## src/rtl/mem_wb_skid_pkg.sv

```systemverilog
// Shared write-back constants and the default-width MEM->WB payload bundle.
package mem_wb_skid_pkg;

    localparam logic WRITE_ENABLE  = 1'b1;
    localparam logic WRITE_DISABLE = 1'b0;

    localparam int unsigned ZERO_REG      = 0;
    localparam int unsigned RADDR_WIDTH    = 5;
    localparam int unsigned RDATA_WIDTH    = 32;
    localparam int unsigned CSR_ADDR_WIDTH = 12;
    localparam int unsigned CSR_DATA_WIDTH = 32;

    typedef struct packed {
        logic                      reg_we;
        logic [RADDR_WIDTH-1:0]    reg_waddr;
        logic [RDATA_WIDTH-1:0]    reg_wdata;
        logic                      csr_we;
        logic [CSR_ADDR_WIDTH-1:0] csr_waddr;
        logic [CSR_DATA_WIDTH-1:0] csr_wdata;
    } wb_payload_t;

endpackage

```

## src/rtl/mem_wb_skid_skid_buf.sv

```systemverilog
// One-entry skid buffer: head register H plus skid register S with valid/ready handshake.
module skid_buf #(
    parameter int unsigned W = 8
) (
    input  logic         clk_i,
    input  logic         rst_ni,
    input  logic         flush_i,
    input  logic         in_valid_i,
    output logic         in_ready_o,
    input  logic [W-1:0] in_data_i,
    output logic         out_valid_o,
    input  logic         out_ready_i,
    output logic [W-1:0] out_data_o
);

    logic         h_valid_q, h_valid_d;
    logic         s_valid_q, s_valid_d;
    logic         ready_q;
    logic [W-1:0] h_data_q, s_data_q;
    logic         accept, retire;
    logic         load_h_in, load_h_s, load_s;

    assign accept = in_valid_i & ready_q;
    assign retire = h_valid_q & out_ready_i;

    always_comb begin
        h_valid_d = h_valid_q;
        s_valid_d = s_valid_q;
        load_h_in = 1'b0;
        load_h_s  = 1'b0;
        load_s    = 1'b0;
        if (flush_i) begin
            h_valid_d = 1'b0;
            s_valid_d = 1'b0;
        end else if (s_valid_q) begin
            if (retire) begin
                load_h_s  = 1'b1;
                s_valid_d = 1'b0;
            end
        end else if (h_valid_q) begin
            if (accept && retire) begin
                load_h_in = 1'b1;
            end else if (accept) begin
                load_s    = 1'b1;
                s_valid_d = 1'b1;
            end else if (retire) begin
                h_valid_d = 1'b0;
            end
        end else if (accept) begin
            load_h_in = 1'b1;
            h_valid_d = 1'b1;
        end
    end

    always_ff @(posedge clk_i or negedge rst_ni) begin
        if (!rst_ni) begin
            h_valid_q <= 1'b0;
            s_valid_q <= 1'b0;
            ready_q   <= 1'b1;
        end else begin
            h_valid_q <= h_valid_d;
            s_valid_q <= s_valid_d;
            ready_q   <= ~s_valid_d;
        end
    end

    // Payload storage is deliberately unreset; the valid bits gate every use.
    always_ff @(posedge clk_i) begin
        if (load_h_in) begin
            h_data_q <= in_data_i;
        end else if (load_h_s) begin
            h_data_q <= s_data_q;
        end
        if (load_s) begin
            s_data_q <= in_data_i;
        end
    end

    assign in_ready_o  = ready_q;
    assign out_valid_o = h_valid_q;
    assign out_data_o  = h_data_q;

endmodule

```

## src/rtl/mem_wb_skid.sv

```systemverilog
// MEM->WB stage: skid-buffered payload, qualified GPR/CSR write enables, registered instret pulse.
module mem_wb_skid
    import mem_wb_skid_pkg::*;
#(
    parameter int unsigned RADDR_W       = RADDR_WIDTH,
    parameter int unsigned RDATA_W       = RDATA_WIDTH,
    parameter int unsigned CSR_ADDR_W    = CSR_ADDR_WIDTH,
    parameter int unsigned CSR_DATA_W    = CSR_DATA_WIDTH,
    parameter int unsigned ZERO_SUPPRESS = 1
) (
    input  logic                  clk_i,
    input  logic                  rst_ni,
    input  logic                  flush_i,
    input  logic                  in_valid_i,
    output logic                  in_ready_o,
    input  logic [RADDR_W-1:0]    reg_waddr_i,
    input  logic                  reg_we_i,
    input  logic [RDATA_W-1:0]    reg_wdata_i,
    input  logic                  csr_we_i,
    input  logic [CSR_ADDR_W-1:0] csr_waddr_i,
    input  logic [CSR_DATA_W-1:0] csr_wdata_i,
    input  logic                  wb_ready_i,
    output logic                  out_valid_o,
    output logic [RADDR_W-1:0]    reg_waddr_o,
    output logic                  reg_we_o,
    output logic [RDATA_W-1:0]    reg_wdata_o,
    output logic                  csr_we_o,
    output logic [CSR_ADDR_W-1:0] csr_waddr_o,
    output logic [CSR_DATA_W-1:0] csr_wdata_o,
    output logic                  instret_incr_o
);

    typedef struct packed {
        logic                  reg_we;
        logic [RADDR_W-1:0]    reg_waddr;
        logic [RDATA_W-1:0]    reg_wdata;
        logic                  csr_we;
        logic [CSR_ADDR_W-1:0] csr_waddr;
        logic [CSR_DATA_W-1:0] csr_wdata;
    } payload_t;

    localparam int unsigned PW = $bits(payload_t);

    payload_t in_pl, head_pl;
    logic     head_valid;
    logic     retire;
    logic     is_x0;
    logic     instret_q;

    assign in_pl = '{reg_we:    reg_we_i,
                     reg_waddr: reg_waddr_i,
                     reg_wdata: reg_wdata_i,
                     csr_we:    csr_we_i,
                     csr_waddr: csr_waddr_i,
                     csr_wdata: csr_wdata_i};

    skid_buf #(
        .W (PW)
    ) u_skid (
        .clk_i       (clk_i),
        .rst_ni      (rst_ni),
        .flush_i     (flush_i),
        .in_valid_i  (in_valid_i),
        .in_ready_o  (in_ready_o),
        .in_data_i   (in_pl),
        .out_valid_o (head_valid),
        .out_ready_i (wb_ready_i),
        .out_data_o  (head_pl)
    );

    assign retire = head_valid & wb_ready_i;
    assign is_x0  = (ZERO_SUPPRESS != 0) && (head_pl.reg_waddr == RADDR_W'(ZERO_REG));

    assign out_valid_o = head_valid;
    assign reg_we_o    = retire & (head_pl.reg_we == WRITE_ENABLE) & ~is_x0;
    assign csr_we_o    = retire & (head_pl.csr_we == WRITE_ENABLE);
    assign reg_waddr_o = head_pl.reg_waddr;
    assign reg_wdata_o = head_pl.reg_wdata;
    assign csr_waddr_o = head_pl.csr_waddr;
    assign csr_wdata_o = head_pl.csr_wdata;

    // Flush does not cancel a same-cycle retire, so instret follows retire alone.
    always_ff @(posedge clk_i or negedge rst_ni) begin
        if (!rst_ni) begin
            instret_q <= 1'b0;
        end else begin
            instret_q <= retire;
        end
    end

    assign instret_incr_o = instret_q;

endmodule

```

## config.mk

```make
export PLATFORM = sky130hd
export DESIGN_NAME = mem_wb_skid
export DESIGN_NICKNAME = d
export VERILOG_FILES = /design/src/rtl/mem_wb_skid_pkg.sv /design/src/rtl/mem_wb_skid_skid_buf.sv /design/src/rtl/mem_wb_skid.sv
export SDC_FILE = /design/constraint.sdc
export NUM_CORES = 1
export LEC_CHECK = 0
export ABC_AREA = 1
export BUFFER_PORTS_ARGS = -buffer_cell sky130_fd_sc_hd__buf_4
export CAP_MARGIN = 20
export CORE_MARGIN = 2
export CORE_UTILIZATION = 35
export CTS_BUF_LIST = sky130_fd_sc_hd__clkbuf_4 sky130_fd_sc_hd__clkbuf_8
export DETAILED_ROUTE_END_ITERATION = 10
export PLACE_DENSITY_LB_ADDON = 0.3
export SLEW_MARGIN = 20
export SYNTH_ARGS = -nofsm -noshare
export SYNTH_HDL_FRONTEND = slang
export SYNTH_HIERARCHICAL = 1
export SYNTH_SLANG_ARGS = --single-unit
```

## constraint.sdc

```tcl
create_clock -name clk_i -period 18.5 [get_ports clk_i]
set_input_delay 2.775 -clock clk_i [delete_from_list [all_inputs] [get_ports clk_i]]
set_output_delay 2.775 -clock clk_i [all_outputs]
set_load 0.02 [all_outputs]
```

==> summary.md, run 1 <==
| Metric | Value |
|---|---|
| Cts hold-fix bufs | `0` |
| Clock buffers created by TritonCTS | `17` |
| Port Buf Inserts | `173` |
| Clock Skew | `0.004248 ns` |
| Routed WL per cell | `16.46 µm` |
| Synth-to-Final Area Change | `28.13%` |
| Most numerous cell in the Yosys netlist | `nand2_1` |
| Fill cells | `1,699` |
| Hpwl dp | `9490 µm` |
| Detail Route Antenna Nets | `0` |
| Initial Utilization | `35.48%` |
| Maximum fanout along the worst path | `3` |
| Gr usage total | `approximately 15%` |
| Worst skew pair latency | `0.45 ns` |
| Setup TNS | `0 ns` |
| Largest net degree at the start of global routing | `88` |
| Max-Cap Viols | `0` |
| Worst vdd ir | `between 0.04 and 0.05 mV` |
| Seq. cell area | `5086 µm²` |
| Fmax | `166.0 MHz` |
| Setup crit end kind | `primary output` |
| 1st-iter DRT viols | `320` |
| Synth top area cells | `edfxtp_1 (76%), nand2_1 (9.7%), nand4_1 (7.9%)` |
| Cells after synthesis | `488` |
| DRC Markers | `0` |
| Die span in x | `141.2 µm` |
| EDFF count, synth | `roughly 170` |
| Switching share of power | `23.79%` |
| Post-CTS sizing | `0` |
| Worst Path Arrival | `3.25 ns` |
| Mapped Avg Cell Area | `13.51 µm²` |
| Critical Path RT | `15.73 ns` |
| Clk root buf | `clkbuf_8` |
| Syn_nets | `576` |
| Main synth FF type | `edfxtp_1` |
| Post-route cell area | `8447 µm²` |
| Layout cell share with drive strength beyond 1 | `32.58%` |
| Clock transition at path regs | `0.08 ns` |
| Sequential share of the synthesized area | `77.15%` |
| Combinational share of power | `11.0%` |
| HP Class | `reg -> reg` |
| Internal power | `0.5936 mW` |
| RSZ-0062 raised after global routing | `false` |
| WS Path Type | `in -> out` |
| Core area | `18,580 µm²` |
| Number of global-route vias before repair | `4,266` |
| Vias/cell | `4.894` |
| NetSw | `0.1853 mW` |
| TritonCTS clock tree | `yes` |
| Global-route wire length before repair | `between 20,000 and 25,000 µm` |
| Post-layout min period | `6.026 ns` |
| Total power | `0.7789 mW` |
| Pre-CTS setup slack | `11.93 ns` |
| Slew Viols, Final | `0` |
| Setup WS post-layout | `12.47 ns` |
| Synth Cell Area | `between 6000 and 7000 µm²` |
| Placed instance area | `8070 µm²` |
| Ys async rst share | `2.353%` |
| Synth warn | `6` |
| Dominant cell type by area after synthesis | `edfxtp_1` |
| Routability cong. | `0.7607` |
| Initial antenna violation count | `0` |
| # setup viols final | `0` |
| Area share of the largest cell type after synthesis | `75.61%` |
| Period utilisation layout | `32.57%` |
| Fin nets | `738` |
| # placed instances | `865` |
| Total routed wirelength | `14,770 µm` |
| Tightest Pin Transition | `1.051 ns` |
| Clock sink count | `170` |
| Hold Slack | `~0.52 ns` |
| Final core occ | `between 40% and 50%` |
| H-tree Lvls | `4` |
| Multi-input gate area | `about 1300 µm²` |
| Relative slew slack | `29.91%` |
| Commonest cells in the netlist | `nand2_1 (170), edfxtp_1 (166), nand4_1 (83)` |
| Core Rows | `50` |
| Global route overflow | `0` |
| IO Pins | `around 170` |
| Initial DRT Pass Iterations | `5` |
| Setup Buffers After CTS | `0` |
| Pwr dens | `92.21 nW/µm²` |
| Clk pwr share | `32.0%` |
| Die area | `19,950 µm²` |
| Max Root-Sink Buffers | `2` |
| Leakage | `3.459 nW` |
| #FFs+latches synth | `170` |
| Die Y | `141.2 µm` |
| Vias | `4,390` |
| Non-Filler Instances | `897` |
| Final Hold Vio Count | `0` |
| Reg power frac | `57.0%` |
| Outcome | `complete, no violations` |
| Diodes inserted | `0` |
| Yosys cell types | `18` |
| CP Launch Type | `input port` |
==> critical path: stages <==
cell     delay [ns]
buf_4          0.10
nand2_2        0.06
nor2_2         0.09
nand2_1        0.05
inv_1          0.05
buf_4          0.13
==> layout make-up <==
cell class,instances,share of cell area (%)
flip-flops and latches,170,60.21
clock buffers,19,2.948
well taps,234,3.466
repair buffers,179,16.15
clock inverters,13,1.511
inverters,11,0.4888
multi-input cells,271,15.23
==> power groups by stage <==
stage | logic, mW | clock network, mW | registers (mW)
final | 0.0853 | 0.250 | 0.444
after global routing | 0.0933 | 0.277 | 0.445
after CTS | 0.0866 | 0.259 | 0.444
after detailed placement | 0.0866 | 0 | 0.453
after global placement | 0.0833 | 0 | 0.453
after floorplan | 0.0328 | 0 | 0.468
==> final timing paths <==
check	cells past startpoint	endpoint	slack, ns	startpoint
worst max-delay path	6	reg_we_o	12.47	wb_ready_i
min in group asynchronous	1	instret_incr_o	2.11	rst_ni
worst max register to register	5	u_skid/out_data_o[24]	14.47	u_skid/out_valid_o
max in group asynchronous	1	u_skid/in_ready_o	16.19	rst_ni
worst min register to register	2	u_skid/out_data_o[18]	0.52	u_skid/s_data_q[18]
worst min-delay path	2	u_skid/out_data_o[18]	0.52	u_skid/s_data_q[18]
==> sequential cells by signal, summed over array words and instances (netlist names) <==
| register | flops |
|---|---|
| u_skid/out_valid_o | 1 |
| u_skid/in_ready_o | 1 |
| instret_incr_o | 1 |
| u_skid/s_valid_q | 1 |
| u_skid/s_data_q | 83 |
| u_skid/out_data_o | 83 |
==> cell families after synthesis <==
| logic type | after synthesis | share of synthesized area (%) |
|---|---|---|
| compound gates | 4 | 0.3035 |
| buf+inv | 47 | 3.929 |
| flops | 170 | 77.15 |
| simple gates | 267 | 18.62 |
==> metal layers <==
metal	share of wire, %	vias up	GRT usage (%)	wire (µm)
met1	41	2091	19.62	6096
met5	0	-	0	0
met4	1.8	0	5.263	261
li1	-	2105	-	-
met3	7.5	16	4.755	1110
met2	49	178	23.66	7298
==> layout by cell type (no fill, tap or decap), drive strengths merged <==
| cell type | synthesis | routed |
|---|---|---|
| a21oi | 1 | 1 |
| buf | 31 | 179 |
| bufinv | 0 | 2 |
| clkbuf | 5 | 19 |
| clkinv | 0 | 9 |
| clkinvlp | 0 | 1 |
| dfrtp | 3 | 3 |
| dfstp | 1 | 1 |
| edfxtp | 166 | 166 |
| inv | 11 | 12 |
| nand2 | 172 | 172 |
| nand3 | 3 | 3 |
| nand4 | 83 | 83 |
| nor2 | 8 | 8 |
| nor3b | 1 | 1 |
| o21ai | 3 | 3 |
Power figures use the tool's default switching activity.
==> inputs of run 2 (changes only) <==
==> constraint.sdc (replaced) <==
create_clock -name clk_i -period 6 [get_ports clk_i]
set_input_delay 0.9 -clock clk_i [delete_from_list [all_inputs] [get_ports clk_i]]
set_output_delay 0.9 -clock clk_i [all_outputs]
set_load 0.02 [all_outputs]
==> run 2 against run 1 <==
Net effect: critical path depth unchanged; sequential power rose to 3.1 times the previous value; count of clock-buffer cells in the layout up 2; via count down 3.0%; largest cell class unchanged.
==> summary.md, run 2 (synthesized netlist as in run 1, its figures left out) <==
| Metric | Value |
|---|---|
| Outcome | `complete, no violations` |
| Relative slew slack | `32.95%` |
| Pwr dens | `287.8 nW/µm²` |
| Clock buffers created by TritonCTS | `17` |
| Setup Buffers After CTS | `0` |
| Cts hold-fix bufs | `0` |
| RSZ-0062 raised after global routing | `false` |
| HP Class | `in -> async` |
| Max Root-Sink Buffers | `2` |
| Vias | `4,258` |
| Clk pwr share | `32.9%` |
| Core area | `18,580 µm²` |
| Fmax | `roughly 330 MHz` |
| Synth-to-Final Area Change | `28.15%` |
| Final Hold Vio Count | `0` |
| CP Launch Type | `input port` |
| Period utilisation layout | `51.27%` |
| Combinational share of power | `about a tenth` |
| Critical Path RT | `6.07 ns` |
| # placed instances | `approximately 870` |
| WS Path Type | `in -> reg` |
| NetSw | `0.5553 mW` |
| Post-CTS sizing | `0` |
| Most common cell after layout, fill and taps aside | `buf_4` |
| Post-layout min period | `3.076 ns` |
| Worst skew pair latency | `0.45 ns` |
| Gr usage total | `14.93%` |
| 1st-iter DRT viols | `~330` |
| Worst vdd ir | `0.1198 mV` |
| # setup viols final | `0` |
| Leakage | `3.468 nW` |
| Post-route cell area | `8448 µm²` |
| Initial antenna violation count | `0` |
| Diodes inserted | `0` |
| Non-Filler Instances | `897` |
| Fin nets | `738` |
| Placed instance area | `8056 µm²` |
| Setup crit end kind | `flip-flop` |
| Pre-CTS setup slack | `2.444 ns` |
| Setup TNS | `0 ns` |
| Routability cong. | `0.7671` |
| Number of global-route vias before repair | `4,220` |
| Clock Skew | `0.007203 ns` |
| Detail Route Antenna Nets | `0` |
| Fill cells | `1,699` |
| DRC Markers | `0` |
| Final core occ | `45.47%` |
| Hpwl dp | `9284 µm` |
| Die span in x | `141.2 µm` |
| Initial DRT Pass Iterations | `4` |
| Total routed wirelength | `about 15,000 µm` |
| Internal power | `about 1.9 mW` |
| Port Buf Inserts | `173` |
| Clk root buf | `clkbuf_8` |
| H-tree Lvls | `4` |
| Initial Utilization | `35.48%` |
| TritonCTS clock tree | `yes` |
| Vias/cell | `4.747` |
| Switching share of power | `22.84%` |
| Clock sink count | `170` |
| Routed WL per cell | `16.37 µm` |
| R2r setup slk | `2.99 ns` |
| Clock transition at path regs | `0.08 ns` |
| Max-Cap Viols | `0` |
| Tightest Pin Transition | `1.006 ns` |
| Reg power frac | `a little under three fifths` |
| IO Pins | `174` |
| Core Rows | `50` |
| Global-route wire length before repair | `22,650 µm` |
| Worst Path Arrival | `3.15 ns` |
| Setup WS post-layout | `2.924 ns` |
| Slew Viols, Final | `0` |
| Largest net degree at the start of global routing | `88` |
| Most frequent cells in the layout | `buf_4 (179), nand2_1 (170), edfxtp_1 (166)` |
| Die area | `19,950 µm²` |
| Die Y | `141.2 µm` |
| Global route overflow | `0` |
| Maximum fanout along the worst path | `85` |
| Layout cell share with drive strength beyond 1 | `32.43%` |
run 2: path summary, 6_finish.rpt:
path	from	endpoint	depth (start not counted)
max	flush_i	u_skid/out_data_o[68]	6
min	rst_ni	u_skid/out_valid_o	1
max reg2reg	u_skid/s_valid_q	u_skid/out_data_o[68]	5
min reg2reg	u_skid/s_data_q[49]	u_skid/out_data_o[49]	2
max in group asynchronous	rst_ni	u_skid/in_ready_o	1
min in group clk_i	u_skid/s_data_q[49]	u_skid/out_data_o[49]	2
run 2: routing by layer:
layer,track usage (%),vias to the layer above,part of all wire [%]
li1,-,2100,-
met1,19.58,1982,43
met2,23.56,152,48
met3,3.940,24,6.4
met4,6.421,0,2.3
met5,0,-,0
run 2: worst max-delay path, stage by stage:
cell	delay [ns]
buf_4	0.14
nor2_4	0.07
buf_4	0.72
nand3_4	0.14
o21ai_4	0.38
buf_4	0.72
run 2: layout make-up:
cell class	instances	area, µm²	share of cell area [%]
Clock buffer	21	264.0	3.125
Tap cell	234	292.8	3.466
Multi-Input combinational cell	271	1292	15.30
Clock inverter	11	127.6	1.511
Sequential cell	170	5086	60.20
Timing Repair Buffer	179	1344	15.91
Inverter	11	41.29	0.4887
run 2: power by group through the flow:
| stage | Combinational (mW) | Clock [mW] | Sequential (mW) |
|---|---|---|---|
| after detailed placement | 0.264 | 0 | 1.40 |
| after floorplan | 0.101 | 0 | 1.44 |
| after global placement | 0.257 | 0 | 1.40 |
| final | 0.260 | 0.801 | 1.37 |
| after CTS | 0.264 | 0.830 | 1.37 |
| after global routing | 0.284 | 0.877 | 1.37 |
run 2: metrics by stage:
stage	hold slack [ns]	power, mW
4_1_cts	0.1979	2.465
3_3_place_gp	0.4972	1.653
2_1_floorplan	0.4953	1.539
3_5_place_dp	0.5024	1.661
5_1_grt	0.1951	2.535
6_report	0.2401	2.432
==> inputs of run 3 (changes only) <==
--- a/config.mk
+++ b/config.mk
@@ -5,7 +5,7 @@
 export SDC_FILE = /design/constraint.sdc
 export NUM_CORES = 1
 export LEC_CHECK = 0
-export ABC_AREA = 1
+export ABC_AREA = 0
 export BUFFER_PORTS_ARGS = -buffer_cell sky130_fd_sc_hd__buf_4
 export CAP_MARGIN = 20
 export CORE_MARGIN = 2
==> constraint.sdc (replaced) <==
create_clock -name clk_i -period 2.73 [get_ports clk_i]
set_input_delay 0.4095 -clock clk_i [delete_from_list [all_inputs] [get_ports clk_i]]
set_output_delay 0.4095 -clock clk_i [all_outputs]
set_load 0.02 [all_outputs]
==> run 3 against run 2 <==
Net effect: register-to-register slack worse by 2.3 ns; non-clock buffer count is 8 higher; clock skew rose by 0.0053 ns; via count is 23% lower; largest cell class unchanged; wire length is 17% lower; largest power group unchanged; core utilization is 1.6 points higher; count of clock-buffer cells in the layout is 2 lower; global-route usage shrank 2.3 points; clock power increased by 100%; sequential cell count stayed put.
==> summary.md, run 3 <==
| Metric | Value |
|---|---|
| Outcome | `complete, no violations` |
| Post-CTS sizing | `0` |
| Synth-to-Final Area Change | `31.70%` |
| Vias | `3,282` |
| Syn_nets | `366` |
| Maximum fanout along the worst path | `2` |
| Total power | `5.184 mW` |
| H-tree Lvls | `4` |
| Sequential share of the synthesized area | `roughly four fifths` |
| Most common cell after layout, fill and taps aside | `buf_4` |
| Main synth FF type | `edfxtp_1` |
| HP Class | `in -> reg` |
| 1st-iter DRT viols | `137` |
| Diodes inserted | `0` |
| Total routed wirelength | `roughly 12,000 µm` |
| Yosys cell types | `22` |
| Port Buf Inserts | `about 170` |
| Worst Path Arrival | `1.67 ns` |
| Pre-CTS setup slack | `0.6387 ns` |
| Setup crit end kind | `primary output` |
| DRC Markers | `0` |
| Routed WL per cell | `about 17 µm` |
| Die span in x | `between 100 and 150 µm` |
| Pwr dens | `610.7 nW/µm²` |
| Worst vdd ir | `0.2846 mV` |
| Max Root-Sink Buffers | `2` |
| Post-layout min period | `2.082 ns` |
| Clock buffers created by TritonCTS | `17` |
| Vias/cell | `roughly 4.6` |
| Initial antenna violation count | `0` |
| Fill cells | `1,576` |
| Die Y | `139.7 µm` |
| # setup viols final | `0` |
| Initial Utilization | `35.76%` |
| Critical Path RT | `2.32 ns` |
| Post-Synth Simple-Gate Area | `under 10%` |
| Fmax | `just under 500 MHz` |
| Clock sink count | `170` |
| Dominant cell type by area after synthesis | `edfxtp_1` |
| Cells after synthesis | `278` |
| RSZ-0062 raised after global routing | `false` |
| TritonCTS clock tree | `yes` |
| Hpwl dp | `8140 µm` |
| Clock Skew | `about 0.013 ns` |
| Synth top area cells | `edfxtp_1 (77%), mux2_4 (14%), mux2_2 (4.2%)` |
| Initial DRT Pass Iterations | `5` |
| Most numerous cell in the Yosys netlist | `edfxtp_1` |
| CP Launch Type | `flip-flop` |
| Die area | `19,520 µm²` |
| Leakage | `3.369 nW` |
| Synth warn | `6` |
| Routability cong. | `0.6956` |
| Largest net degree at the start of global routing | `53` |
| Setup WS post-layout | `between 0.6 and 0.7 ns` |
| Core area | `18,020 µm²` |
| EDFF count, synth | `166` |
| Detail Route Antenna Nets | `0` |
| Core Rows | `49` |
| Relative slew slack | `49.64%` |
| Mapped Avg Cell Area | `23.18 µm²` |
| Slew Viols, Final | `0` |
| Multiplexer share of the synthesized area | `17.94%` |
| Final Hold Vio Count | `0` |
| Area share of the largest cell type after synthesis | `77.34%` |
| Period utilisation layout | `76.26%` |
| #FFs+latches synth | `170` |
| Post-synthesis compound-gate area fraction | `0.5436%` |
| WS Path Type | `reg -> out` |
| Synth Cell Area | `6445 µm²` |
| Tightest Pin Transition | `0.7529 ns` |
| Adder-cell share of the synthesized area | `0%` |
| Main combinational cell family by area after synthesis | `multiplexers` |
| Clock transition at path regs | `approximately 0.09 ns` |
| Worst skew pair latency | `0.44 ns` |
| Number of global-route vias before repair | `3,467` |
| Gr usage total | `12.68%` |
| Global route overflow | `0` |
| Fin nets | `563` |
| Commonest cells in the netlist | `edfxtp_1 (166), mux2_4 (59), mux2_2 (24)` |
| Most frequent cells in the layout | `buf_4 (181), edfxtp_1 (166), mux2_4 (59)` |
| Global-route wire length before repair | `18,930 µm` |
| Synth Area in XOR/XNOR | `0%` |
| Layout cell share with drive strength beyond 1 | `62.30%` |
| Final core occ | `47.09%` |
| Max-Cap Viols | `0` |
| Setup Buffers After CTS | `0` |
| Setup TNS | `0 ns` |
| Clk root buf | `clkbuf_8` |
| Ys async rst share | `2.353%` |
| IO Pins | `between 150 and 200` |
[run 3: cell type report]
cell class / instances / area (µm²) / area share (%)
inverters: 2 / 7.507 / 0.08844
repair buffers: 187 / 1469 / 17.31
multi-input cells: 97 / 1284 / 15.12
clock inverters: 13 / 105.1 / 1.238
flip-flops and latches: 170 / 5087 / 59.94
clock buffers: 19 / 249.0 / 2.933
well taps: 229 / 286.5 / 3.376
[run 3: report_power, final]
group	internal [mW]	switching [mW]	total, mW	leakage [nW]
Sequential	2.97	0.0294	3.00	1.57
Combinational	0.292	0.270	0.562	1.62
Clock	0.729	0.891	1.62	0.175
[run 3: through the flow]
stage	instances	hold WS, ns	instance area [µm²]
global placement	684	0.2045	8124
detailed placement	684	0.2077	8124
finish	717	0.1448	8488
CTS	717	0.1050	8488
global route	717	0.1021	8488
floorplan	278	0.1139	6465
[run 3: worst paths after layout]
check	start	endpoint	slack (ns)	cells past startpoint
worst max-delay path	u_skid/out_data_o[78]	reg_we_o	0.65	3
max in group asynchronous	rst_ni	u_skid/in_ready_o	2.22	2
worst min register to register	u_skid/s_data_q[10]	u_skid/out_data_o[10]	0.55	1
worst max register to register	u_skid/in_ready_o	u_skid/out_data_o[60]	0.73	4
worst min-delay path	csr_waddr_i[11]	u_skid/s_data_q[43]	0.14	1
min in group asynchronous	rst_ni	u_skid/out_valid_o	0.31	2
[run 3: repair_timing]
action	4_1_cts	5_1_grt
endpoints found under the setup margin	0	0
hold endpoints to repair	4	0
hold buffers	1	0
[run 3: kinds of logic (layout without fill, tap and decap cells)]
kind of cell | Yosys count | after routing
simple gates | 9 | 9
buf+inv | 11 | 221
mux | 83 | 83
flops | 170 | 170
compound gates | 5 | 5
[run 3: routing by layer]
metal | up-vias | GRT usage [%] | part of all wire, %
met5 | - | 0 | 0
met4 | 0 | 5.842 | 2.3
met3 | 21 | 5.368 | 8.6
met2 | 128 | 20.08 | 49
met1 | 1633 | 15.06 | 40
li1 | 1500 | - | -
[run 3: worst max-delay path, cell delays in order, from the launching register on]
cell and delay [ns]:
edfxtp_1 0.40, or3_1 0.38, o311a_1 0.29, buf_4 0.16
